**src/rtl/ram_burst_ctrl.sv**
```systemverilog
// rtl/ram_burst_ctrl.sv - single-port RAM with direct/burst addressing and post-reset clear
module ram_burst_ctrl #(
    parameter int WIDTH = 8,
    parameter int AW    = 4
) (
    input  logic             CLK,
    input  logic             RESET,
    input  logic [AW-1:0]    ADDR,
    input  logic [WIDTH-1:0] DIN,
    input  logic             WE,
    input  logic             RE,
    input  logic             BURST,
    input  logic             LD,
    output logic [WIDTH-1:0] DOUT,
    output logic             VALID,
    output logic             BUSY
);
    localparam int DEPTH = 2**AW;
    localparam logic [AW-1:0] ONE  = AW'(1);
    localparam logic [AW-1:0] LAST = '1;

    typedef enum logic {ST_CLEAR, ST_RUN} state_t;

    state_t           state_q, state_d;
    logic [AW-1:0]    clr_q, clr_d;
    logic [AW-1:0]    ptr_q, ptr_d;
    logic [WIDTH-1:0] dout_q, dout_d;
    logic             valid_q, valid_d;
    logic [WIDTH-1:0] mem_q [DEPTH];

    logic             busy;
    logic             access;
    logic [AW-1:0]    eff_addr;
    logic             mem_we;
    logic [AW-1:0]    mem_addr;
    logic [WIDTH-1:0] mem_wdata;

    // A pointer load always targets ADDR for its own access
    assign eff_addr = (!BURST || LD) ? ADDR : ptr_q;

    always_comb begin
        state_d   = state_q;
        clr_d     = clr_q;
        ptr_d     = ptr_q;
        dout_d    = dout_q;
        valid_d   = 1'b0;
        busy      = 1'b0;
        access    = 1'b0;
        mem_we    = 1'b0;
        mem_addr  = eff_addr;
        mem_wdata = DIN;
        case (state_q)
            ST_CLEAR: begin
                busy      = 1'b1;
                mem_we    = 1'b1;
                mem_addr  = clr_q;
                mem_wdata = '0;
                clr_d     = clr_q + ONE;
                if (clr_q == LAST) begin
                    state_d = ST_RUN;
                end
            end
            ST_RUN: begin
                access = WE | RE;
                mem_we = WE;
                if (RE) begin
                    dout_d  = mem_q[eff_addr];
                    valid_d = 1'b1;
                end
                if (LD) begin
                    ptr_d = access ? ADDR + ONE : ADDR;
                end else if (BURST && access) begin
                    ptr_d = ptr_q + ONE;
                end
            end
            default: state_d = ST_CLEAR;
        endcase
    end

    always_ff @(posedge CLK or posedge RESET) begin
        if (RESET) begin
            state_q <= ST_CLEAR;
            clr_q   <= '0;
            ptr_q   <= '0;
            dout_q  <= '0;
            valid_q <= 1'b0;
        end else begin
            state_q <= state_d;
            clr_q   <= clr_d;
            ptr_q   <= ptr_d;
            dout_q  <= dout_d;
            valid_q <= valid_d;
        end
    end

    // Array kept out of the reset domain; the clear sequence defines its contents
    always_ff @(posedge CLK) begin
        if (mem_we) begin
            mem_q[mem_addr] <= mem_wdata;
        end
    end

    assign DOUT  = dout_q;
    assign VALID = valid_q;
    assign BUSY  = busy;
endmodule

```
**config.mk**
```make
export PLATFORM = sky130hd
export DESIGN_NAME = ram_burst_ctrl
export DESIGN_NICKNAME = d
export VERILOG_FILES = /design/src/rtl/ram_burst_ctrl.sv
export SDC_FILE = /design/constraint.sdc
export NUM_CORES = 1
export LEC_CHECK = 0
export ABC_AREA = 1
export CAP_MARGIN = 25
export CELL_PAD_IN_SITES_DETAIL_PLACEMENT = 1
export CELL_PAD_IN_SITES_GLOBAL_PLACEMENT = 2
export CORE_ASPECT_RATIO = 0.7
export CORE_MARGIN = 2
export CORE_UTILIZATION = 42
export CTS_CLUSTER_SIZE = 28
export DETAILED_ROUTE_END_ITERATION = 8
export HOLD_SLACK_MARGIN = 0.12
export PLACE_DENSITY_LB_ADDON = 0.1
export SLEW_MARGIN = 20
export SYNTH_ARGS = -nofsm -noshare
export SYNTH_HDL_FRONTEND = slang
export SYNTH_SLANG_ARGS = --single-unit
export TNS_END_PERCENT = 10
```
**constraint.sdc**
```tcl
create_clock -name CLK -period 3 [get_ports CLK]
set_input_delay 0.3 -clock CLK [delete_from_list [all_inputs] [get_ports CLK]]
set_output_delay 0.3 -clock CLK [all_outputs]
set_load 0.005 [all_outputs]
```
==> key figures, run 1 <==
Clock network
  – CTS Hold Bufs: 0
  – Clock Pin Slew Worst Setup and Hold Paths: 0.06 ns
  – CTS tree: done
  – Root Driver: clkbuf_16
  – Clock Latency Late Sink: 0.42 ns
  – Total CTS buffers: 17
  – Clk buf depth: 2
  – CTS Sinks: 146
  – Setup repair bufs after CTS: 0
  – Clock H-tree levels: 4
  – CTS resizes: 0

GRT
  – Vias in the first global route: around 5200
  – Largest net degree at the start of global routing: 57
  – Initial antenna violation count: 1
  – Total grt overflow: 0
  – Total Routing Usage GR: 25.4%
  – First-pass GRT wire length: a little over 30000 µm

Power and ir drop
  – Max IR drop VDD: 369 µV
  – Switching Fraction: 25.6%
  – Sequential Power Share: a little under half
  – Internal: 3.69 mW
  – Clock power frac: 40.1%
  – Gate power share: 12.8%
  – Net Switching: 1.27 mW
  – Total power: 4.96 mW
  – Leak pwr: 3.54 nW
  – P per Cell Area: roughly 630 nW/µm²

Die
  – Initial Utilization: a little over two fifths
  – Core Region: 15600 µm²
  – Die height: 110 µm
  – DIE WIDTH: ~160 µm
  – Std cell rows: 38
  – I/O pin total: 28
  – Die ar.: 17100 µm²

Worst setup path
  – R2R Path End: mem_q[4][1]$_DFFE_PP_
  – CP max FO: 19
  – Flop2flop setup slack: 0.58 ns
  – Crit path kind: flop to flop
  – Critical Path End Type: flop
  – Worst setup SP type: flop
  – Worst reg2reg startpoint: state_q$_DFF_PP0_
  – WP data arrival: 2.47 ns
  – WP data required: 3.05 ns
  – Worst r2r path cells: 4

Drt
  – # DRC: 0
  – Number of routed nets with antenna violations: 0
  – Final wirelength: 20400 µm
  – Vias post-DR: a little over 5000
  – Detailed Route Iter0 Violations: between 400 and 500
  – DR pass1 iterations: 4
  – Avg WL per Cell: 21.4 µm
  – Number of vias per cell: 5.28

Yosys
  – Yosys top cell area share: 56.8%
  – Post-Synthesis Cell Area: 6760 µm²
  – Main flop type after synthesis: edfxtp_1
  – Largest cells by area after synthesis: edfxtp_1, nand3_1, inv_1
  – Mapped Cells: 699
  – FFs w/ async S/R, synth: 12.3%
  – Library cells used by synthesis: 25
  – #FFs+latches synth: 146
  – Number of synthesized flops with an enable pin: 128
  – Syn Nets: a little over 700
  – Seq/Total Area, Yosys: 63.5%
  – Syn avg cell area: 9.67 µm²
  – YS warnings: 0
  – Post-synth top area cell: edfxtp_1

STA
  – Fin Clk Skew: 0.00679 ns
  – Worst-Margin Slew: slightly above 0.8 ns
  – RSZ-0062 raised after global routing: false
  – Crit share post-route: between 80% and 90%
  – Relative slew margins: 44.5%
  – Final Hold Viols: 0
  – Setup TNS: 0 ns
  – Final min period: 2.42 ns
  – Fmax achieved: 413 MHz
  – Fin. max-slew vios: 0
  – Final Setup Violations: 0

Final layout
  – Most common cell after layout, fill and taps aside: nand3_1
  – Synthesis-to-finish area growth: 16.6%
  – FILL cells: 1753
  – Storage element area: 4290 µm²
  – Multi-input logic area: about 1700 µm²
  – # nets final: 766
  – Most frequent cells in the layout: nand3_1, inv_1, nand2_1
  – Share of layout cells above drive strength 1: 8.21%

Place
  – I/O Buffers: 27
  – HPWL Detailed: 13600 µm
  – GP Congestion: 0.832

Hold path
  – Hold Path Class: primary input to asynchronous set/reset pin

Flow run
  – Max-Cap Viols: 0

Run status
  – Status: complete, no violations
==> metrics by stage <==
stage                     cell area [µm²]  hold WS [ns]  worst slack (ns)  instances  utilization, %
after global routing                 7880         0.399             0.465        955            50.4
after global placement               7350         0.466             0.313        926            47.0
after detailed placement             7350         0.479             0.224        926            47.0
after floorplan                      6760         0.239              1.01        699               -
after CTS                            7880         0.354             0.621        955            50.4
final                                7880         0.356             0.578        956            50.4
==> power by group through the flow <==
stage	sequential, mW	combinational, mW	clock [mW]
2_1_floorplan	2.35	0.361	0
3_3_place_gp	2.37	0.619	0
3_5_place_dp	2.37	0.630	0
4_1_cts	2.33	0.638	2.02
5_1_grt	2.34	0.699	2.10
6_report	2.33	0.635	1.99
==> logic make-up after synthesis <==
logic type	count (synthesis)	share of synthesized area, %
flops	146	63.5
simple gates	339	22.2
fa+ha+maj	3	0.555
buf+inv	183	11.0
xor+xnor	5	0.648
compound gates	23	2.17
==> flip-flops by register name, summed over array words and instances, names as in the netlist <==
register  cells
DOUT          8
VALID         1
mem_q       128
state_q       1
ptr_q         4
clr_q         4
==> area by class of cell <==
type	instances	area share, %
Clock inverter	8	1.14
Inverter	158	7.52
Multi-Input combinational cell	370	21.9
Timing Repair Buffer	52	6.13
Sequential cell	146	54.5
Antenna cell	1	0.0317
Clock buffer	21	5.59
Tap cell	200	3.17
==> worst max-delay path by stage <==
stage                                  from                      to  slack (ns)
after global routing      state_q$_DFF_PP0_   mem_q[4][1]$_DFFE_PP_        0.46
final                     state_q$_DFF_PP0_   mem_q[4][1]$_DFFE_PP_        0.58
after detailed placement                 LD   mem_q[4][6]$_DFFE_PP_        0.22
after floorplan                          LD  mem_q[11][0]$_DFFE_PP_        1.01
after global placement                   LD   mem_q[4][6]$_DFFE_PP_        0.31
after CTS                 state_q$_DFF_PP0_   mem_q[4][1]$_DFFE_PP_        0.62
==> synthesized netlist by cell type (4+ instances only) <==
| cell type | instances |
|---|---|
| edfxtp_1 | 128 |
| nand3_1 | 160 |
| buf_6 | 5 |
| buf_2 | 13 |
| inv_1 | 155 |
| o21ai_0 | 5 |
| xor2_1 | 4 |
| a21oi_1 | 11 |
| nor2_1 | 26 |
| dfrtp_1 | 18 |
| nand2_1 | 146 |
| clkbuf_1 | 7 |
==> routing by layer <==
layer,global-route usage [%],vias up,routed length [µm]
li1,-,2343,-
met4,9.37,0,445
met5,0,-,0
met3,5.79,35,1240
met1,35.1,2529,9550
met2,39.6,140,9190
==> worst max-delay path, stage by stage, from the launching register on <==
cell,delay (ns)
dfrtp_1,0.81
nor2_1,0.12
a21oi_1,0.25
nand2_1,0.20
nor2_1,0.66
Note: power is estimated with default switching activity, not from simulation.
==> run 2, diff against run 1 <==
--- a/config.mk
+++ b/config.mk
@@ -11,7 +11,7 @@
 export CELL_PAD_IN_SITES_GLOBAL_PLACEMENT = 2
 export CORE_ASPECT_RATIO = 0.7
 export CORE_MARGIN = 2
-export CORE_UTILIZATION = 42
+export CORE_UTILIZATION = 35
 export CTS_CLUSTER_SIZE = 28
 export DETAILED_ROUTE_END_ITERATION = 8
 export HOLD_SLACK_MARGIN = 0.12
==> constraint.sdc (replaced) <==
create_clock -name CLK -period 2.2 [get_ports CLK]
set_input_delay 0.22 -clock CLK [delete_from_list [all_inputs] [get_ports CLK]]
set_output_delay 0.22 -clock CLK [all_outputs]
set_load 0.005 [all_outputs]
==> key figures, run 2 (synthesis results as in run 1) <==
Drt
  – DR pass1 iterations: 5
  – Number of vias per cell: 4.87
  – Detailed Route Iter0 Violations: about 340
  – Final wirelength: approximately 20000 µm
  – Vias post-DR: approximately 5000
  – Avg WL per Cell: 18.9 µm
  – Number of routed nets with antenna violations: 0
  – # DRC: 0

GRT
  – Total Routing Usage GR: roughly a fifth
  – Initial antenna violation count: 1
  – First-pass GRT wire length: between 30000 and 40000 µm
  – Vias in the first global route: 5317
  – Largest net degree at the start of global routing: 33
  – Total grt overflow: 0

Worst setup path
  – Largest stage delay, worst path: 0.50 ns
  – Crit path cell chain: buf_4, inv_1, buf_4, clkdlybuf4s50_1
  – Top cell family by delay on the critical path: buffers and inverters
  – Most frequent CP cell: buf_4
  – WP data required: 1.98 ns
  – Crit path kind: flop to output pin
  – Slowest CP cell: dfrtp_1
  – Critical Path End Type: output pin
  – Worst setup SP type: flop
  – WP data arrival: 1.84 ns
  – Buf/Inv on CP: 4
  – CP max FO: 11

Final layout
  – Share of layout cells above drive strength 1: 13.9%
  – Multi-input logic area: roughly 1700 µm²
  – Finished Cell Area: 8320 µm²
  – Max reg flops: 128
  – FILL cells: 2153
  – Most frequent cells in the layout: nand3_1, inv_1, nand2_1
  – N_diodes: 0
  – Reg with most FFs: mem_q
  – Most common cell after layout, fill and taps aside: nand3_1
  – Storage element area: 4290 µm²
  – # nets final: 805
  – Synthesis-to-finish area growth: 23.1%

Die
  – DIE WIDTH: about 170 µm
  – I/O pin total: 28
  – Std cell rows: 42
  – Die ar.: between 20000 and 25000 µm²
  – Initial Utilization: ~36%
  – Die height: between 100 and 150 µm
  – Core Region: 18900 µm²

Clock network
  – Total CTS buffers: 17
  – Clock H-tree levels: 4
  – CTS tree: done
  – Clock Pin Slew Worst Setup and Hold Paths: 0.07 ns
  – CTS Sinks: 146
  – Clk buf depth: 2
  – Root Driver: clkbuf_16
  – CTS Hold Bufs: 0
  – Clock Latency Late Sink: 0.42 ns

STA
  – Final Hold Viols: 0
  – Worst-Margin Slew: roughly 0.76 ns
  – Crit share post-route: 93.4%
  – Final Setup Violations: 0
  – Fmax achieved: slightly below 500 MHz
  – Fin Clk Skew: 0.0102 ns
  – Final min period: 2.06 ns
  – Relative slew margins: roughly half
  – RSZ-0062 raised after global routing: false
  – Setup TNS: 0 ns
  – Fin Hold WS: ~0.23 ns
  – Fin. max-slew vios: 0

Flow run
  – Max-Cap Viols: 0

Place
  – I/O Buffers: 27
  – HPWL Detailed: 13600 µm
  – Placement Cell Area: about 7700 µm²
  – GP Congestion: just over 0.8

Power and ir drop
  – Leak pwr: ~3.8 nW
  – Max IR drop VDD: roughly 510 µV
  – P per Cell Area: 836 nW/µm²

Run status
  – Status: complete, no violations

Hold path
  – Hold Path Class: primary input to asynchronous set/reset pin
-- run 2: cell count changes in the layout (fill, tap and decap cells not counted) --
cell        change
buf_12          +4
buf_4          +35
bufinv_16       -1
clkbuf_1        -4
clkinv_1        -2
clkinv_2        -2
clkinv_4        +4
clkinvlp_4      +3
diode_2         -1
inv_6           +2
inv_8           +3
nor2_1          -1
nor2_2          +1
-- run 2: report_power, final --
group | internal, mW | leakage (nW) | switching, mW
logic | 0.362 | 2.11 | 0.597
clock network | 1.59 | 0.272 | 1.25
registers | 3.11 | 1.38 | 0.0495
-- run 2: path summary, 6_finish.rpt --
| kind | start | endpoint | slack (ns) | depth (start not counted) |
|---|---|---|---|---|
| min in group CLK | DOUT[7]$_DFFE_PP0P_ | DOUT[7]$_DFFE_PP0P_ | 0.49 | 2 |
| hold reg to reg | DOUT[7]$_DFFE_PP0P_ | DOUT[7]$_DFFE_PP0P_ | 0.49 | 2 |
| hold / removal | RESET | DOUT[2]$_DFFE_PP0P_ | 0.23 | 2 |
| max in group asynchronous | RESET | clr_q[2]$_DFFE_PP0N_ | 1.49 | 2 |
| setup reg to reg | ptr_q[0]$_DFFE_PP0P_ | mem_q[6][2]$_DFFE_PP_ | 0.16 | 7 |
| setup / recovery | state_q$_DFF_PP0_ | BUSY | 0.14 | 4 |
-- run 2: what timing repair did --
item | CTS | global route
gates resized for setup | 0 | 1
setup endpoints to repair | 0 | 7
buffers inserted | 0 | 0
-- run 2: layer usage --
layer / global-route usage (%) / wire length (µm)
met3: 4.22 / 888
met2: 32.1 / 8810
met1: 29.7 / 9650
met4: 5.72 / 279
met5: 0 / 0
-- run 2: through the flow --
stage               worst slack (ns)  utilization (%)  cells  power (mW)
CTS                           0.0972             44.0   1039        7.04
detailed placement            -0.277             40.9   1007        4.18
global route                 0.00380             44.0   1039        7.24
finish                         0.145             44.0   1039        6.96
floorplan                      0.239                -    699        3.70
global placement              -0.202             40.9   1007        4.17
-- run 2: cell type report --
type                       instances  share of cell area, %
clock inverter                    15                   1.82
clock buffer                      17                   5.11
timing repair buffer              91                   9.92
sequential                       146                   51.6
tap                              242                   3.64
multi-input combinational        370                   20.8
inverter                         158                   7.12
-- run 2: worst reg2reg max path, stage by stage (launching register included) --
cell,delay [ns]
dfrtp_1,0.44
inv_1,0.15
nand3_2,0.10
nand2_2,0.10
a21oi_2,0.06
inv_1,0.10
nand2_1,0.11
nor2_1,0.60
==> run 3, diff against run 2 <==
--- a/config.mk
+++ b/config.mk
@@ -6,7 +6,6 @@
 export NUM_CORES = 1
 export LEC_CHECK = 0
 export ABC_AREA = 1
-export CAP_MARGIN = 25
 export CELL_PAD_IN_SITES_DETAIL_PLACEMENT = 1
 export CELL_PAD_IN_SITES_GLOBAL_PLACEMENT = 2
 export CORE_ASPECT_RATIO = 0.7
@@ -15,7 +14,7 @@
 export CTS_CLUSTER_SIZE = 28
 export DETAILED_ROUTE_END_ITERATION = 8
 export HOLD_SLACK_MARGIN = 0.12
-export PLACE_DENSITY_LB_ADDON = 0.1
+export PLACE_DENSITY_LB_ADDON = 0.15
 export SLEW_MARGIN = 20
 export SYNTH_ARGS = -nofsm -noshare
 export SYNTH_HDL_FRONTEND = slang
==> key figures, run 3 (synthesis results as in run 1) <==
Run status
  – Status: complete, no violations

Place
  – Cells after DPL: 1000
  – Placement Cell Area: 7690 µm²
  – I/O Buffers: 27
  – GP Congestion: 0.854
  – HPWL Detailed: 13800 µm

Final layout
  – Most frequent cells in the layout: nand3_1, inv_1, nand2_1
  – Synthesis-to-finish area growth: 22.0%
  – Storage element area: around 4300 µm²
  – Max reg flops: between 100 and 150
  – Most common cell after layout, fill and taps aside: nand3_1
  – Reg with most FFs: mem_q
  – Share of layout cells above drive strength 1: 12.9%
  – # nets final: 798
  – N_diodes: 0
  – Finished Cell Area: 8250 µm²
  – Final Non-Filler Cells: 1032
  – Multi-input logic area: roughly 1700 µm²
  – FILL cells: 2163

Worst setup path
  – WP data arrival: 2.20 ns
  – Crit path kind: flop to flop
  – Most frequent CP cell: nor2_1
  – CP max FO: 10
  – CP endpoint: mem_q[7][3]$_DFFE_PP_
  – Slowest CP cell: nor2_1
  – Top cell family by delay on the critical path: simple AND/OR/NAND/NOR gates
  – WP data required: 2.26 ns
  – Buf/Inv on CP: 2
  – Worst Setup SP: state_q$_DFF_PP0_
  – Crit path cell chain: nor2_1, a21oi_1, buf_4, inv_1, nand3_1, nor2_1
  – Critical Path Stages: 6
  – Flop2flop setup slack: 0.05 ns
  – R2R Path End: mem_q[7][3]$_DFFE_PP_
  – Largest stage delay, worst path: approximately 0.60 ns
  – Critical Path End Type: flop
  – Worst r2r path cells: 6
  – Worst reg2reg startpoint: state_q$_DFF_PP0_
  – Worst setup SP type: flop

STA
  – Final Hold Viols: 0
  – Setup TNS: 0 ns
  – Final min period: around 2.1 ns
  – Crit share post-route: a little over nine tenths
  – Relative slew margins: a little under 50%
  – Fin Hold WS: 0.234 ns
  – Fin. max-slew vios: 0
  – Final Setup Violations: 0
  – RSZ-0062 raised after global routing: true
  – Worst-Margin Slew: 0.774 ns
  – Fmax achieved: 466 MHz
  – Fin Clk Skew: approximately 0.0083 ns

Flow run
  – Max-Cap Viols: 0

GRT
  – Initial antenna violation count: 0
  – First-pass GRT wire length: 30500 µm
  – Vias in the first global route: 5120
  – Total Routing Usage GR: 20.7%
  – Largest net degree at the start of global routing: 33
  – Total grt overflow: 0

Clock network
  – Clock H-tree levels: 4
  – Total CTS buffers: 17
  – Clock Pin Slew Worst Setup and Hold Paths: 0.06 ns
  – Clk buf depth: 2
  – Clock Latency Late Sink: 0.43 ns
  – CTS tree: done
  – CTS Sinks: 146
  – Root Driver: clkbuf_16
  – Setup repair bufs after CTS: 0

Power and ir drop
  – Leak pwr: 3.72 nW
  – Clock power frac: 39.8%
  – Gate power share: 14.0%
  – P per Cell Area: 829 nW/µm²
  – Sequential Power Share: 46.2%
  – Switching Fraction: a little over a quarter
  – Internal: 5.02 mW
  – Max IR drop VDD: around 330 µV
  – Net Switching: 1.82 mW

Drt
  – Detailed Route Iter0 Violations: ~370
  – # DRC: 0
  – DR pass1 iterations: 5
  – Number of routed nets with antenna violations: 0
  – Number of vias per cell: between 4 and 5
  – Final wirelength: 19700 µm
  – Vias post-DR: 5018
  – Avg WL per Cell: 19.1 µm

Die
  – Std cell rows: 42
  – Initial Utilization: 35.7%
  – I/O pin total: 28
  – DIE WIDTH: 170 µm
  – Die height: 120 µm
  – Core Region: 18900 µm²
  – Die ar.: between 20000 and 25000 µm²

Hold path
  – Hold Path Class: primary input to asynchronous set/reset pin
==> run 3: cell count changes in the layout (fill, tap and decap cells not counted), sizes merged <==
cell / delta
buf: -7
clkinv: +4
inv: -2
clkbuf: +1
clkinvlp: -3
==> run 3: worst min-delay path by stage <==
stage                           end
5_1_grt        ptr_q[0]$_DFFE_PP0P_
4_1_cts        ptr_q[2]$_DFFE_PP0P_
3_3_place_gp    DOUT[0]$_DFFE_PP0P_
2_1_floorplan   DOUT[0]$_DFFE_PP0P_
3_5_place_dp    DOUT[5]$_DFFE_PP0P_
6_report       ptr_q[0]$_DFFE_PP0P_
==> run 3: power groups by stage <==
stage / sequential (mW) / clock (mW) / combinational, mW
after floorplan: 3.21 / 0 / 0.492
after global placement: 3.22 / 0 / 0.945
after detailed placement: 3.22 / 0 / 0.959
after CTS: 3.16 / 2.77 / 0.968
after global routing: 3.17 / 2.87 / 1.05
final: 3.16 / 2.72 / 0.957
==> run 3: repair_timing <==
item,in CTS,in global routing
setup endpoints to repair,8,25
resized for setup,2,2
hold buffers,0,0
endpoints found under the hold margin,0,0
==> run 3: worst register-to-register path, delay by kind of cell (launching register included) <==
kind,cells,cell delay (ns)
AOI/OAI and AO/OA,1,0.09
buffers and inverters,2,0.23
and+or+nand+nor,3,0.98
DFF,1,0.49
==> run 3: layout make-up <==
| class | count | area share, % |
|---|---|---|
| clock inverter | 14 | 1.37 |
| sequential | 146 | 52.1 |
| tap | 242 | 3.67 |
| multi-input combinational | 370 | 21.1 |
| clock buffer | 18 | 5.20 |
| inverter | 158 | 7.19 |
| timing repair buffer | 84 | 9.38 |
==> run 3: routing by layer <==
metal  GRT usage [%]  vias to the layer above  part of all wire, %
met2            32.7                       77                   46
met5               0                        -                    0
met3            3.93                       13                  3.4
met1            29.7                     2516                   50
met4            4.65                        0                 0.84
li1                -                     2412                    -
==> run 3: per-stage QoR <==
stage	power (mW)	setup slack [ns]	util (%)
2_1_floorplan	3.70	0.239	-
3_3_place_gp	4.16	-0.342	40.7
3_5_place_dp	4.18	-0.448	40.7
4_1_cts	6.89	0.0367	43.6
5_1_grt	7.09	-0.120	43.6
6_report	6.84	0.0537	43.6
